File: config.mk
export PLATFORM = sky130hd
export DESIGN_NAME = imem_boot_loader
export DESIGN_NICKNAME = d
export VERILOG_FILES = /design/src/rtl/imem_boot_loader_pkg.sv /design/src/rtl/imem_boot_loader_word_assembler.sv /design/src/rtl/imem_boot_loader.sv
export SDC_FILE = /design/constraint.sdc
export NUM_CORES = 1
export LEC_CHECK = 0
export ABC_AREA = 1
export BUFFER_PORTS_ARGS = -buffer_cell sky130_fd_sc_hd__buf_2
export CORE_MARGIN = 2
export CORE_UTILIZATION = 50
export CTS_BUF_LIST = sky130_fd_sc_hd__clkbuf_8
export DETAILED_ROUTE_END_ITERATION = 16
export PLACE_DENSITY = 0.8
export SLEW_MARGIN = 20
export SYNTH_ARGS = -nofsm -noshare
export SYNTH_HDL_FRONTEND = slang
export SYNTH_SLANG_ARGS = --single-unit
export TNS_END_PERCENT = 30
File: constraint.sdc
create_clock -name clk -period 1.6 [get_ports clk]
set_input_delay 0.32 -clock clk [delete_from_list [all_inputs] [get_ports clk]]
set_output_delay 0.32 -clock clk [all_outputs]
set_load 0.005 [all_outputs]
File: src/rtl/imem_boot_loader_pkg.sv
// Shared definitions for the instruction-memory boot loader.
//   state_e   : loader FSM states (length, payload, checksum, done, error)
//   ByteWidth : width of one stream byte
`timescale 1ns/1ps
package imem_boot_loader_pkg;

  localparam int unsigned ByteWidth = 8;

  typedef enum logic [2:0] {
    StLen,
    StData,
    StCsum,
    StDone,
    StErr
  } state_e;

endpackage

File: src/rtl/imem_boot_loader_word_assembler.sv
// Shift-in byte packer: collects DATA_WIDTH/8 bytes, first byte ends up most significant.
//   clk, reset  : clock, synchronous active-low reset
//   clear       : drop any partial word and restart the byte count
//   load        : byte_in is consumed this cycle
//   byte_in     : stream byte
//   word        : word as it will look once byte_in is shifted in (valid with word_valid)
//   word_valid  : load of the final byte of a word this cycle
`timescale 1ns/1ps
module imem_boot_loader_word_assembler
  import imem_boot_loader_pkg::*;
#(
  parameter int unsigned DATA_WIDTH = 32
) (
  input  logic                  clk,
  input  logic                  reset,
  input  logic                  clear,
  input  logic                  load,
  input  logic [ByteWidth-1:0]  byte_in,
  output logic [DATA_WIDTH-1:0] word,
  output logic                  word_valid
);

  localparam int unsigned Bytes = DATA_WIDTH / ByteWidth;
  localparam int unsigned CntW  = (Bytes > 1) ? $clog2(Bytes) : 1;

  logic [DATA_WIDTH-1:0] pack_q;
  logic [CntW-1:0]       cnt_q;
  logic                  last;

  assign last       = (cnt_q == CntW'(Bytes - 1));
  assign word       = (pack_q << ByteWidth) | DATA_WIDTH'(byte_in);
  assign word_valid = load & last;

  always_ff @(posedge clk) begin
    if (!reset || clear) begin
      pack_q <= '0;
      cnt_q  <= '0;
    end else if (load) begin
      pack_q <= word;
      cnt_q  <= last ? '0 : cnt_q + 1'b1;
    end
  end

endmodule

File: src/rtl/imem_boot_loader.sv
// Boot loader: receives length, payload and XOR checksum bytes over valid/ready, packs the
// payload into words, writes them to instruction memory and releases the core once the
// checksum verifies.
//   clk, reset     : clock, synchronous active-low reset
//   in_valid/in_data/in_ready : byte stream input (transfer = in_valid & in_ready)
//   imem_we/imem_addr/imem_wdata : one-cycle instruction-memory write port
//   core_run       : image loaded and verified (held until reset)
//   load_error     : bad length or checksum (held until reset)
//   words_loaded   : number of words written since reset
`timescale 1ns/1ps
module imem_boot_loader
  import imem_boot_loader_pkg::*;
#(
  parameter int unsigned ADDR_WIDTH = 5,
  parameter int unsigned DATA_WIDTH = 32
) (
  input  logic                  clk,
  input  logic                  reset,
  input  logic                  in_valid,
  input  logic [7:0]            in_data,
  output logic                  in_ready,
  output logic                  imem_we,
  output logic [ADDR_WIDTH-1:0] imem_addr,
  output logic [DATA_WIDTH-1:0] imem_wdata,
  output logic                  core_run,
  output logic                  load_error,
  output logic [ADDR_WIDTH:0]   words_loaded
);

  localparam int unsigned Words = 2 ** ADDR_WIDTH;

  state_e                state_q;
  logic [ADDR_WIDTH:0]   len_q;
  logic [ADDR_WIDTH:0]   words_q;
  logic [7:0]            csum_q;
  logic                  we_q;
  logic [ADDR_WIDTH-1:0] addr_q;
  logic [DATA_WIDTH-1:0] wdata_q;
  logic                  run_q;
  logic                  err_q;

  logic                  xfer;
  logic [31:0]           n_req;
  logic [ADDR_WIDTH:0]   words_next;
  logic [DATA_WIDTH-1:0] asm_word;
  logic                  asm_valid;

  // Ready is suppressed combinationally during the reset cycle itself.
  assign in_ready   = reset & (state_q inside {StLen, StData, StCsum});
  assign xfer       = in_valid & in_ready;
  // A length byte of zero stands for a full memory image.
  assign n_req      = (in_data == 8'd0) ? 32'(Words) : {24'd0, in_data};
  assign words_next = words_q + 1'b1;

  imem_boot_loader_word_assembler #(
    .DATA_WIDTH (DATA_WIDTH)
  ) u_word_assembler (
    .clk        (clk),
    .reset      (reset),
    .clear      (xfer && (state_q == StLen)),
    .load       (xfer && (state_q == StData)),
    .byte_in    (in_data),
    .word       (asm_word),
    .word_valid (asm_valid)
  );

  always_ff @(posedge clk) begin
    if (!reset) begin
      state_q <= StLen;
      len_q   <= '0;
      words_q <= '0;
      csum_q  <= '0;
      we_q    <= 1'b0;
      addr_q  <= '0;
      wdata_q <= '0;
      run_q   <= 1'b0;
      err_q   <= 1'b0;
    end else begin
      we_q <= 1'b0;
      if (xfer) begin
        unique case (state_q)
          StLen: begin
            if (n_req > Words) begin
              state_q <= StErr;
              err_q   <= 1'b1;
            end else begin
              len_q   <= n_req[ADDR_WIDTH:0];
              csum_q  <= '0;
              state_q <= StData;
            end
          end
          StData: begin
            csum_q <= csum_q ^ in_data;
            if (asm_valid) begin
              we_q    <= 1'b1;
              addr_q  <= words_q[ADDR_WIDTH-1:0];
              wdata_q <= asm_word;
              words_q <= words_next;
              if (words_next == len_q) state_q <= StCsum;
            end
          end
          StCsum: begin
            if (in_data == csum_q) begin
              state_q <= StDone;
              run_q   <= 1'b1;
            end else begin
              state_q <= StErr;
              err_q   <= 1'b1;
            end
          end
          default: ;
        endcase
      end
    end
  end

  assign imem_we      = we_q;
  assign imem_addr    = addr_q;
  assign imem_wdata   = wdata_q;
  assign core_run     = run_q;
  assign load_error   = err_q;
  assign words_loaded = words_q;

endmodule

==> out/metrics.yaml, run 1 <==
floorplanning:
  die-width_um: 88.3
  floorplan.core_area_mm2: 0.00683
  die_area_mm2: 0.00779
  placement_rows: 30
  i_o_pin_total: 58
  chipHeight_um: 88.3
  start_util: 0.520
synthesis:
  number_of_enable_flip_flop_cells_after_synthesis: 0
  postSynthNetCount: 487
  yosys.area_share.adder: 0.00705
  synth-compound-area-share: 0.163
  synthXorXnorAreaFrac: 0.0222
  synthDominantAreaCellType: "sky130_fd_sc_hd__dfxtp_1"
  synth_top_family_by_area: "simple AND/OR/NAND/NOR gates"
  synth_flop_cell: "sky130_fd_sc_hd__dfxtp_1"
  synth_largest_type_area_fraction: 0.502
  netlist_area_mm2: 0.00355
  number_of_distinct_library_cells_after_synthesis: 31
  synth_area_per_cell_um2: 7.49
  fraction_of_registers_with_async_set_or_reset_after_synthesis: 0
  synth.area.top_cells: "sky130_fd_sc_hd__dfxtp_1 (50%), sky130_fd_sc_hd__nor2_1 (9.6%), sky130_fd_sc_hd__nand2_1 (9.1%)"
  synth_mux_area_frac: 0
  synth_seq_area_share: 0.502
  synth_cells: 474
  synth_seq_cells: 89
  ys_warn_count: 0
  post_synth_and_or_nand_nor_area_fraction: 0.240
flow_run:
  maxCapViolCount: 0
cts:
  clk_transition_reported_paths_ps: 90
  clkLatencyLatePin_ps: 360
  max-clock-path-buffers: 2
  cts_inserted_buffers: 9
  tritoncts_num_sinks: 89
  clock-root-buffer: "sky130_fd_sc_hd__clkbuf_8"
  cts_hold_buf: 0
  htree_levels: 3
  tritoncts: "built"
global_routing:
  grt.met1_usage: 0.294
  number_of_antenna_violations_at_the_first_check_in_global_routing: 0
  grt_max_degree: 43
  grt_use_met2: 0.347
  global_route_wire_length_before_repair_um: 13600
  grtUsageMet3: 0.0354
  track_usage: 0.219
  via_count_of_the_first_global_routing_pass: 3023
  global_route.peak_usage_layer: "met2"
  globalRouteOverflowTotal: 0
placed_design:
  globalplace.congestion: 0.913
  detailedPlacementHpwl_um: 5650
  io_buf_count: 57
  place_ws_ps: 17.2
  placedInstanceArea_mm2: 0.00403
finish:
  layout_commonest_cell: "sky130_fd_sc_hd__nor2_1"
  nNetsFinal: 560
  stdcell_area_mm2: 0.00440
  layout_common_cells: "sky130_fd_sc_hd__nor2_1 (89), sky130_fd_sc_hd__nand2_1 (84), sky130_fd_sc_hd__dfxtp_1 (83), sky130_fd_sc_hd__buf_2 (57), sky130_fd_sc_hd__o21ai_0 (48)"
  final_layout_size_suffix_gt1_frac: 0.221
  diodes: 0
  syn_to_final_growth_pct: 23.9
worst_setup_path:
  timing.critical_path.to_type: "flop"
  path_cells: "nor3_4 > buf_4 > nand4_1 > buf_4 > nor2_1 > nand2_1 > nand2_2 > nand3_1 > nand2_1 > nor2_1"
  cp.arrival_ps: 1800
  regToRegSetupSlack_ps: 50
  critical-path-slowest-cell: "sky130_fd_sc_hd__dfxtp_4"
  cp_data_required_time_ps: 1850
  path_buf_inv: 2
  r2r.worst_path.cells: 10
  startpoint_type: "flop"
  critical_path.top_delay_family: "simple AND/OR/NAND/NOR gates"
  crit_fanout: 4
  setup.worst_path.class: "reg -> reg"
  crit_cells: 10
  r2r-end: "state_q[0]"
  critPathMaxStageDelay_ps: 360
  rr_startpoint: "state_q[2]"
route:
  routed_wire_length_per_instance_um: 13.5
  route.detailed.vias_per_inst: 5.25
  drt_wl_total_um: 8720
  detail_route.iter0.violations: 272
  drtAntennaViolNets: 0
  drc: 0
  vias: 3399
  detailedRoute.firstPassIterationCount: 8
sta:
  timing.max_slew.rel_slack: 0.779
  setup_viol: 0
  final_max_slew_viol_count: 0
  postLayoutSetupSlackWorst_ps: 53.1
  worst-slew-pin-transition_ps: 331
  finClkSkew_ps: 10.8
  max_freq_ghz: 0.646
  final.period_utilization: 0.967
  unrepaired_setup_endpoints_after_global_routing: "true"
  timing_hold_violations_final: 0
  layout_min_cycle_time_ps: 1550
  final.setup.tns_ps: 0
power_and_ir_drop:
  vdd.ir_drop.worst_uv: 520
  leakagePower_nw: 1.81
  power.density_cell_area_mw_per_mm2: 940
outcome:
  run_status: "finished, final reports clean"
worst_hold_path:
  timing.hold.worst.class: "in -> reg"
  whs_endpoint: "u_word_assembler.pack_q[5]"
  hp-start: "in_data[5]"
  whs_path_depth: 3
## what timing repair did
item | CTS | global route
pin swaps | 2 | 5
endpoints found under the setup margin | 1 | 80
gates cloned | 0 | 3
setup buffers | 3 | 1
resized for setup | 7 | 27
## registers in the layout, indices dropped and copies added (netlist names)
register,count
load_error,1
len_q,6
imem_wdata,32
words_loaded,6
u_word_assembler.cnt_q,2
core_run,1
state_q,3
csum_q,8
u_word_assembler.pack_q,24
imem_addr,5
imem_we,1
## worst max path at each step
stage	to	startpoint	slack (ps)
2_1_floorplan	csum_q[4]	state_q[1]	40
3_3_place_gp	u_word_assembler.pack_q[2]	state_q[2]	80
3_5_place_dp	state_q[0]	words_loaded[2]	20
4_1_cts	imem_wdata[9]	state_q[0]	-50
5_1_grt	csum_q[1]	state_q[2]	-30
6_report	state_q[0]	state_q[2]	50
## worst reg2reg max path, cell delays in order (launching register included)
cell and delay, ps:
sky130_fd_sc_hd__dfxtp_4 360, sky130_fd_sc_hd__nor3_4 230, sky130_fd_sc_hd__buf_4 160, sky130_fd_sc_hd__nand4_1 80, sky130_fd_sc_hd__buf_4 170, sky130_fd_sc_hd__nor2_1 100
sky130_fd_sc_hd__nand2_1 70, sky130_fd_sc_hd__nand2_2 70, sky130_fd_sc_hd__nand3_1 70, sky130_fd_sc_hd__nand2_1 80, sky130_fd_sc_hd__nor2_1 50
## metal layers
layer	wire, um	vias up	share of wire
li1	-	1683	-
met3	481	16	0.055
met5	0	-	0
met2	4040	108	0.46
met1	3990	1592	0.46
met4	207	0	0.024
## report_power, final
group / internal (mW) / switching, mW
sequential: 2.24 / 0.0180
combinational: 0.114 / 0.182
clock: 0.738 / 0.844
total: 3.09 / 1.04
## logic make-up (layout without fill, tap and decap cells)
family          count (synthesis)  after routing
simple gates                  208            208
compound gates                113            113
flops                          89             89
buf+inv                        53            131
xor+xnor                        9              9
fa+ha+maj                       2              2
## metrics by stage
stage	utilization	hold slack (ps)	power [mW]	cells
floorplan	-	437	2.47	474
global placement	0.590	437	2.58	626
detailed placement	0.590	439	2.58	626
CTS	0.623	233	4.12	644
global route	0.644	257	4.27	648
finish	0.644	245	4.13	648
## Yosys cell counts (2+ instances only)
cell type	instances
sky130_fd_sc_hd__a31oi_1	2
sky130_fd_sc_hd__nand4_1	4
sky130_fd_sc_hd__clkbuf_1	12
sky130_fd_sc_hd__nand2_1	86
sky130_fd_sc_hd__a211oi_1	2
sky130_fd_sc_hd__nand3_1	16
sky130_fd_sc_hd__dfxtp_1	89
sky130_fd_sc_hd__nor3_1	5
sky130_fd_sc_hd__inv_1	26
sky130_fd_sc_hd__xor2_1	4
sky130_fd_sc_hd__a21oi_1	46
sky130_fd_sc_hd__nor2_1	91
sky130_fd_sc_hd__buf_2	7
sky130_fd_sc_hd__buf_6	2
sky130_fd_sc_hd__buf_4	2
sky130_fd_sc_hd__ha_1	2
sky130_fd_sc_hd__xnor2_1	5
sky130_fd_sc_hd__o21ai_1	3
sky130_fd_sc_hd__o21ai_0	58
## layout make-up
cell class	count	area (um^2)
Fill cell	604	2430
Inverter	29	116
Clock inverter	7	78.8
Tap cell	96	120
Clock buffer	9	124
Multi-Input combinational cell	332	1570
Timing Repair Buffer	86	592
Sequential cell	89	1790
No activity file was read; power rests on OpenSTA's default activity.
==> run 2: changes to the inputs <==
--- a/config.mk
+++ b/config.mk
@@ -9,8 +9,9 @@
 export BUFFER_PORTS_ARGS = -buffer_cell sky130_fd_sc_hd__buf_2
 export CORE_MARGIN = 2
 export CORE_UTILIZATION = 50
-export CTS_BUF_LIST = sky130_fd_sc_hd__clkbuf_8
+export CTS_BUF_LIST = sky130_fd_sc_hd__clkbuf_16
 export DETAILED_ROUTE_END_ITERATION = 16
+export MAX_ROUTING_LAYER = met4
 export PLACE_DENSITY = 0.8
 export SLEW_MARGIN = 20
 export SYNTH_ARGS = -nofsm -noshare
==> out/metrics.yaml, run 2 (synthesis results as in run 1) <==
global_routing:
  number_of_antenna_violations_at_the_first_check_in_global_routing: 0  # unchanged
  globalRouteOverflowTotal: 0  # unchanged
  via_count_of_the_first_global_routing_pass: 3210  # was 3023
  track_usage: 0.251  # was 0.219
  global_route_wire_length_before_repair_um: 14800  # was 13600 um
  grt_max_degree: 40  # was 43
route:
  detailedRoute.firstPassIterationCount: 4  # was 8
  drt_wl_total_um: 9140  # was 8720 um
  drtAntennaViolNets: 0  # unchanged
  detail_route.iter0.violations: 283  # was 272
  routed_wire_length_per_instance_um: 14.0  # was 13.5 um
  drc: 0  # unchanged
  route.detailed.vias_per_inst: 5.24  # was 5.25
  vias: 3416  # was 3399
worst_setup_path:
  critical_path.top_delay_family: "flip-flops"  # was simple AND/OR/NAND/NOR gates
  cp.arrival_ps: 1290  # was 1800 ps
  startpoint_type: "flop"  # unchanged
  timing.critical_path.from: "state_q[0]"  # was state_q[2]
  critical-path-top-cell-by-count: "sky130_fd_sc_hd__inv_2"
  critical-path-slowest-cell: "sky130_fd_sc_hd__dfxtp_4"  # unchanged
  timing.critical_path.to_type: "primary output"  # was flop
  path_cells: "inv_4 > nand2_2 > inv_2 > o21ai_2 > buf_4 > inv_2 > buf_6"  # was nor3_4 > buf_4 > nand4_1 > buf_4 > nor2_1 > nand2_1 > nand2_2 > nand3_1 > nand2_1 > nor2_1
  path_buf_inv: 5  # was 2
  crit_fanout: 3  # was 4
  setup.worst_path.class: "reg -> out"  # was reg -> reg
  rr_startpoint: "state_q[2]"  # unchanged
  cp_data_required_time_ps: 1280  # was 1850 ps
  critPathMaxStageDelay_ps: 370  # was 360 ps
finish:
  diodes: 0  # unchanged
  final_layout_size_suffix_gt1_frac: 0.236  # was 0.221
  largest_register_ff_count: 32  # unchanged
  syn_to_final_growth_pct: 28.0  # was 23.9%
  utilization_after_layout: 0.665  # was 0.644
  multi_input_gate_area_mm2: 0.00158  # was 0.00157 mm^2
  layout_common_cells: "sky130_fd_sc_hd__nor2_1 (88), sky130_fd_sc_hd__dfxtp_1 (84), sky130_fd_sc_hd__nand2_1 (83), sky130_fd_sc_hd__buf_2 (56), sky130_fd_sc_hd__a21oi_1 (45)"  # was sky130_fd_sc_hd__nor2_1 (89), sky130_fd_sc_hd__nand2_1 (84), sky130_fd_sc_hd__dfxtp_1 (83), sky130_fd_sc_hd__buf_2 (57), sky130_fd_sc_hd__o21ai_0 (48)
  layout_commonest_cell: "sky130_fd_sc_hd__nor2_1"  # unchanged
  register_area_mm2: 0.00179  # about the same
  n_fill_cell: 568  # was 604
  nNetsFinal: 564  # was 560
cts:
  tritoncts: "built"  # unchanged
  clkLatencyLatePin_ps: 340  # was 360 ps
  tritoncts_num_sinks: 89  # unchanged
  max-clock-path-buffers: 2  # unchanged
  htree_levels: 3  # unchanged
  cts_hold_buf: 0  # unchanged
  clock-root-buffer: "sky130_fd_sc_hd__clkbuf_16"  # was sky130_fd_sc_hd__clkbuf_8
  cts_inserted_buffers: 9  # unchanged
  clk_transition_reported_paths_ps: 70  # was 90 ps
sta:
  timing.max_slew.rel_slack: 0.761  # was 0.779
  final.period_utilization: 1.01  # was 0.967
  setup_viol: 1  # was 0
  worst-slew-pin-transition_ps: 358  # was 331 ps
  timing_hold_violations_final: 0  # unchanged
  max_freq_ghz: 0.621  # was 0.646 GHz
  postLayoutSetupSlackWorst_ps: -10.2  # was 53.1 ps
  finClkSkew_ps: 5.15  # was 10.8 ps
  unrepaired_setup_endpoints_after_global_routing: "true"  # unchanged
  final_max_slew_viol_count: 0  # unchanged
  fin_worst_hold_slack_ps: 271  # was 245 ps
  layout_min_cycle_time_ps: 1610  # was 1550 ps
power_and_ir_drop:
  leakagePower_nw: 1.89  # was 1.81 nW
  power.density_cell_area_mw_per_mm2: 1030  # was 940 mW/mm^2
  vdd.ir_drop.worst_uv: 775  # was 520 uV
floorplanning:
  die-width_um: 88.3  # unchanged
  die_area_mm2: 0.00779  # unchanged
  floorplan.core_area_mm2: 0.00683  # unchanged
  placement_rows: 30  # unchanged
  chipHeight_um: 88.3  # unchanged
  i_o_pin_total: 58  # unchanged
  start_util: 0.520  # unchanged
placed_design:
  io_buf_count: 57  # unchanged
  place_ws_ps: 17.2  # unchanged
  detailedPlacementHpwl_um: 5650  # unchanged
  globalplace.congestion: 0.929  # was 0.913
outcome:
  violations: "negative setup slack"
  run_status: "finished with violations"  # was finished, final reports clean
worst_hold_path:
  timing.hold.worst.class: "in -> reg"  # unchanged
  hp-start: "in_data[5]"  # unchanged
flow_run:
  maxCapViolCount: 0  # unchanged
[run 2: worst paths after layout]
check                                    end  depth (start not counted)  slack, ps
hold reg to reg                   load_error                          2        450
setup / recovery                    in_ready                          7        -10
setup reg to reg              imem_wdata[31]                          7         10
hold / removal    u_word_assembler.pack_q[5]                          3        270
[run 2: routing by layer]
layer	vias up	global-route usage	wire length (um)
li1	1693	-	-
met2	109	0.386	4320
met3	22	0.0532	530
met5	-	-	0
met1	1592	0.321	4070
met4	0	0.106	221
[run 2: area by class of cell]
| cell class | count | area share |
|---|---|---|
| tap | 96 | 0.0264 |
| multi-input combinational | 332 | 0.348 |
| inverter | 29 | 0.0289 |
| timing repair buffer | 90 | 0.135 |
| clock buffer | 9 | 0.0496 |
| clock inverter | 7 | 0.0174 |
| sequential | 89 | 0.395 |
[run 2: worst reg2reg max path, stage by stage, from the launching register on]
cell and delay [ps]:
sky130_fd_sc_hd__dfxtp_4 370, sky130_fd_sc_hd__nor3_4 250, sky130_fd_sc_hd__buf_4 160, sky130_fd_sc_hd__nand4_1 110
sky130_fd_sc_hd__buf_6 170, sky130_fd_sc_hd__buf_6 170, sky130_fd_sc_hd__o21ai_0 210, sky130_fd_sc_hd__nor2_1 60
[run 2: power breakdown]
| group | total [mW] | internal (mW) | switching, mW |
|---|---|---|---|
| Sequential | 2.26 | 2.24 | 0.0210 |
| Combinational | 0.326 | 0.129 | 0.197 |
| Clock | 2.12 | 1.23 | 0.890 |
[run 2: timing repair]
| action | 4_1_cts | 5_1_grt |
|---|---|---|
| pin swaps | 12 | 7 |
| gates cloned | 2 | 0 |
| setup endpoints to repair | 1 | 81 |
| resized for setup | 13 | 42 |
| buffers inserted | 7 | 3 |
[run 2: per-stage QoR]
stage	area (um^2)	setup TNS, ps	std cells	power, mW
floorplan	3550	0	474	2.47
global placement	4030	0	626	2.58
detailed placement	4030	0	626	2.58
CTS	4490	-374	651	4.68
global route	4540	-556	652	4.86
finish	4540	-10.2	652	4.70
==> run 3: changes to the inputs <==
--- a/config.mk
+++ b/config.mk
@@ -12,7 +12,7 @@
 export CTS_BUF_LIST = sky130_fd_sc_hd__clkbuf_16
 export DETAILED_ROUTE_END_ITERATION = 16
 export MAX_ROUTING_LAYER = met4
-export PLACE_DENSITY = 0.8
+export PLACE_DENSITY = 0.77
 export SLEW_MARGIN = 20
 export SYNTH_ARGS = -nofsm -noshare
 export SYNTH_HDL_FRONTEND = slang
==> constraint.sdc (replaced) <==
create_clock -name clk -period 1.8 [get_ports clk]
set_input_delay 0.36 -clock clk [delete_from_list [all_inputs] [get_ports clk]]
set_output_delay 0.36 -clock clk [all_outputs]
set_load 0.005 [all_outputs]
==> out/metrics.yaml, run 3 (synthesis results as in run 1) <==
outcome:
  run_status: "finished, final reports clean"  # was finished with violations
cts:
  cts_hold_buf: 0  # unchanged
  clk_transition_reported_paths_ps: 70  # about the same
  htree_levels: 3  # unchanged
  tritoncts_num_sinks: 89  # unchanged
  clkLatencyLatePin_ps: 340  # about the same
  max-clock-path-buffers: 2  # unchanged
  tritoncts: "built"  # unchanged
  cts_setup_buffers: 0  # was 7
  clock-root-buffer: "sky130_fd_sc_hd__clkbuf_16"  # unchanged
  cts_inserted_buffers: 9  # unchanged
placed_design:
  globalplace.congestion: 0.897  # was 0.929
  io_buf_count: 57  # unchanged
  place_ws_ps: 116  # was 17.2 ps
  dp_cells: 615  # was 626
  placedInstanceArea_mm2: 0.00394  # was 0.00403 mm^2
  detailedPlacementHpwl_um: 5420  # was 5650 um
worst_hold_path:
  timing.hold.worst.class: "in -> reg"  # unchanged
worst_setup_path:
  crit_fanout: 3  # unchanged
  startpoint_type: "flop"  # unchanged
  setup.worst_path.class: "reg -> out"  # unchanged
  cp.arrival_ps: 1340  # was 1290 ps
  cp_data_required_time_ps: 1440  # was 1280 ps
  timing.critical_path.to_type: "primary output"  # unchanged
finish:
  nNetsFinal: 543  # was 564
  layout_commonest_cell: "sky130_fd_sc_hd__nor2_1"  # unchanged
  diodes: 0  # unchanged
  final_layout_size_suffix_gt1_frac: 0.176  # was 0.236
  n_fill_cell: 626  # was 568
  stdcell_area_mm2: 0.00426  # was 0.00454 mm^2
  post_layout_nonfiller_instances: 631  # was 652
  largest_register_ff_count: 32  # unchanged
  syn_to_final_growth_pct: 19.9  # was 28.0%
  utilization_after_layout: 0.623  # was 0.665
  layout_common_cells: "sky130_fd_sc_hd__nor2_1 (91), sky130_fd_sc_hd__dfxtp_1 (87), sky130_fd_sc_hd__nand2_1 (86), sky130_fd_sc_hd__o21ai_0 (58), sky130_fd_sc_hd__buf_2 (57)"  # was sky130_fd_sc_hd__nor2_1 (88), sky130_fd_sc_hd__dfxtp_1 (84), sky130_fd_sc_hd__nand2_1 (83), sky130_fd_sc_hd__buf_2 (56), sky130_fd_sc_hd__a21oi_1 (45)
power_and_ir_drop:
  power.switching_fraction: 0.234  # was 0.236
  power_frac_seq: 0.486  # was 0.481
  p_comb_frac: 0.055  # was 0.069
  vdd.ir_drop.worst_uv: 580  # was 775 uV
  intPower_mw: 3.16  # was 3.59 mW
  power_switching_uw: 965  # was 1.11 mW
  leakagePower_nw: 1.75  # was 1.89 nW
  clock_power_share: 0.459  # was 0.450
  power.density_cell_area_mw_per_mm2: 968  # was 1030 mW/mm^2
route:
  detailedRoute.firstPassIterationCount: 4  # unchanged
  drt_wl_total_um: 7800  # was 9140 um
  route.detailed.vias_per_inst: 4.96  # was 5.24
  routed_wire_length_per_instance_um: 12.4  # was 14.0 um
  vias: 3129  # was 3416
  detail_route.iter0.violations: 165  # was 283
  drc: 0  # unchanged
  drtAntennaViolNets: 0  # unchanged
sta:
  max_freq_ghz: 0.590
  finClkSkew_ps: 6.74  # was 5.15 ps
  worst-slew-pin-transition_ps: 308  # was 358 ps
  postLayoutSetupSlackWorst_ps: 104  # was -10.2 ps
  setup_viol: 0  # was 1
  final_max_slew_viol_count: 0  # unchanged
  timing_hold_violations_final: 0  # unchanged
  timing.max_slew.rel_slack: 0.793  # was 0.761
  layout_min_cycle_time_ps: 1700
  final.period_utilization: 0.942
floorplanning:
  start_util: 0.520  # unchanged
  i_o_pin_total: 58  # unchanged
  placement_rows: 30  # unchanged
  floorplan.core_area_mm2: 0.00683  # unchanged
  die-width_um: 88.3  # unchanged
  die_area_mm2: 0.00779  # unchanged
  chipHeight_um: 88.3  # unchanged
global_routing:
  globalRouteOverflowTotal: 0  # unchanged
  grt_max_degree: 31  # was 40
  track_usage: 0.214  # was 0.251
  via_count_of_the_first_global_routing_pass: 2728  # was 3210
  number_of_antenna_violations_at_the_first_check_in_global_routing: 0  # unchanged
  global_route_wire_length_before_repair_um: 12600  # was 14800 um
flow_run:
  maxCapViolCount: 0  # unchanged
[run 3: cell types whose count changed in the layout (fill, tap and decap cells not counted), sizes merged]
cell / delta
clkinvlp: -1
inv: +1
buf: -21
[run 3: layer usage]
metal  GRT usage  share of wire  vias up
met5           -              0        -
met4      0.0854          0.012        0
met3      0.0485          0.056        5
met2       0.315           0.44       82
met1       0.286           0.49     1384
li1            -              -     1658
[run 3: power by group through the flow]
stage	combinational [mW]	sequential, mW	clock, mW
final	0.226	2.00	1.89
after global routing	0.252	2.00	2.00
after CTS	0.224	2.00	1.93
after floorplan	0.152	2.05	0
after detailed placement	0.223	2.05	0
after global placement	0.219	2.05	0
[run 3: what timing repair did]
item / CTS / global route
resized for setup: 0 / 4
hold endpoints to repair: 0 / 0
endpoints found under the setup margin: 0 / 2
[run 3: layout make-up]
type	instances	area [um^2]	share of cell area
clock buffer	9	225	0.0529
clock inverter	7	80.1	0.0188
inverter	29	110	0.0259
multi-input combinational	332	1550	0.364
sequential	89	1780	0.419
tap	96	120	0.0282
timing repair buffer	69	388	0.0911
[run 3: worst paths after layout]
| kind | end | startpoint | cells after the start | slack, ps |
|---|---|---|---|---|
| hold / removal | u_word_assembler.pack_q[7] | in_data[7] | 3 | 300 |
| hold reg to reg | core_run | core_run | 2 | 450 |
| setup reg to reg | u_word_assembler.pack_q[3] | state_q[2] | 9 | 200 |
| setup / recovery | in_ready | state_q[2] | 6 | 100 |
[run 3: per-stage QoR]
stage,setup TNS (ps),hold slack (ps),power (mW)
6_report,0,304,4.12
3_5_place_dp,0,440,2.27
2_1_floorplan,0,437,2.20
3_3_place_gp,0,438,2.27
4_1_cts,0,301,4.16
5_1_grt,-5.17,320,4.26
[run 3: critical path, stage by stage, from the launching register on]
cell	delay, ps
sky130_fd_sc_hd__dfxtp_1	380
sky130_fd_sc_hd__inv_1	90
sky130_fd_sc_hd__nand2_1	100
sky130_fd_sc_hd__inv_1	50
sky130_fd_sc_hd__o21ai_2	190
sky130_fd_sc_hd__inv_1	60
sky130_fd_sc_hd__buf_2	120
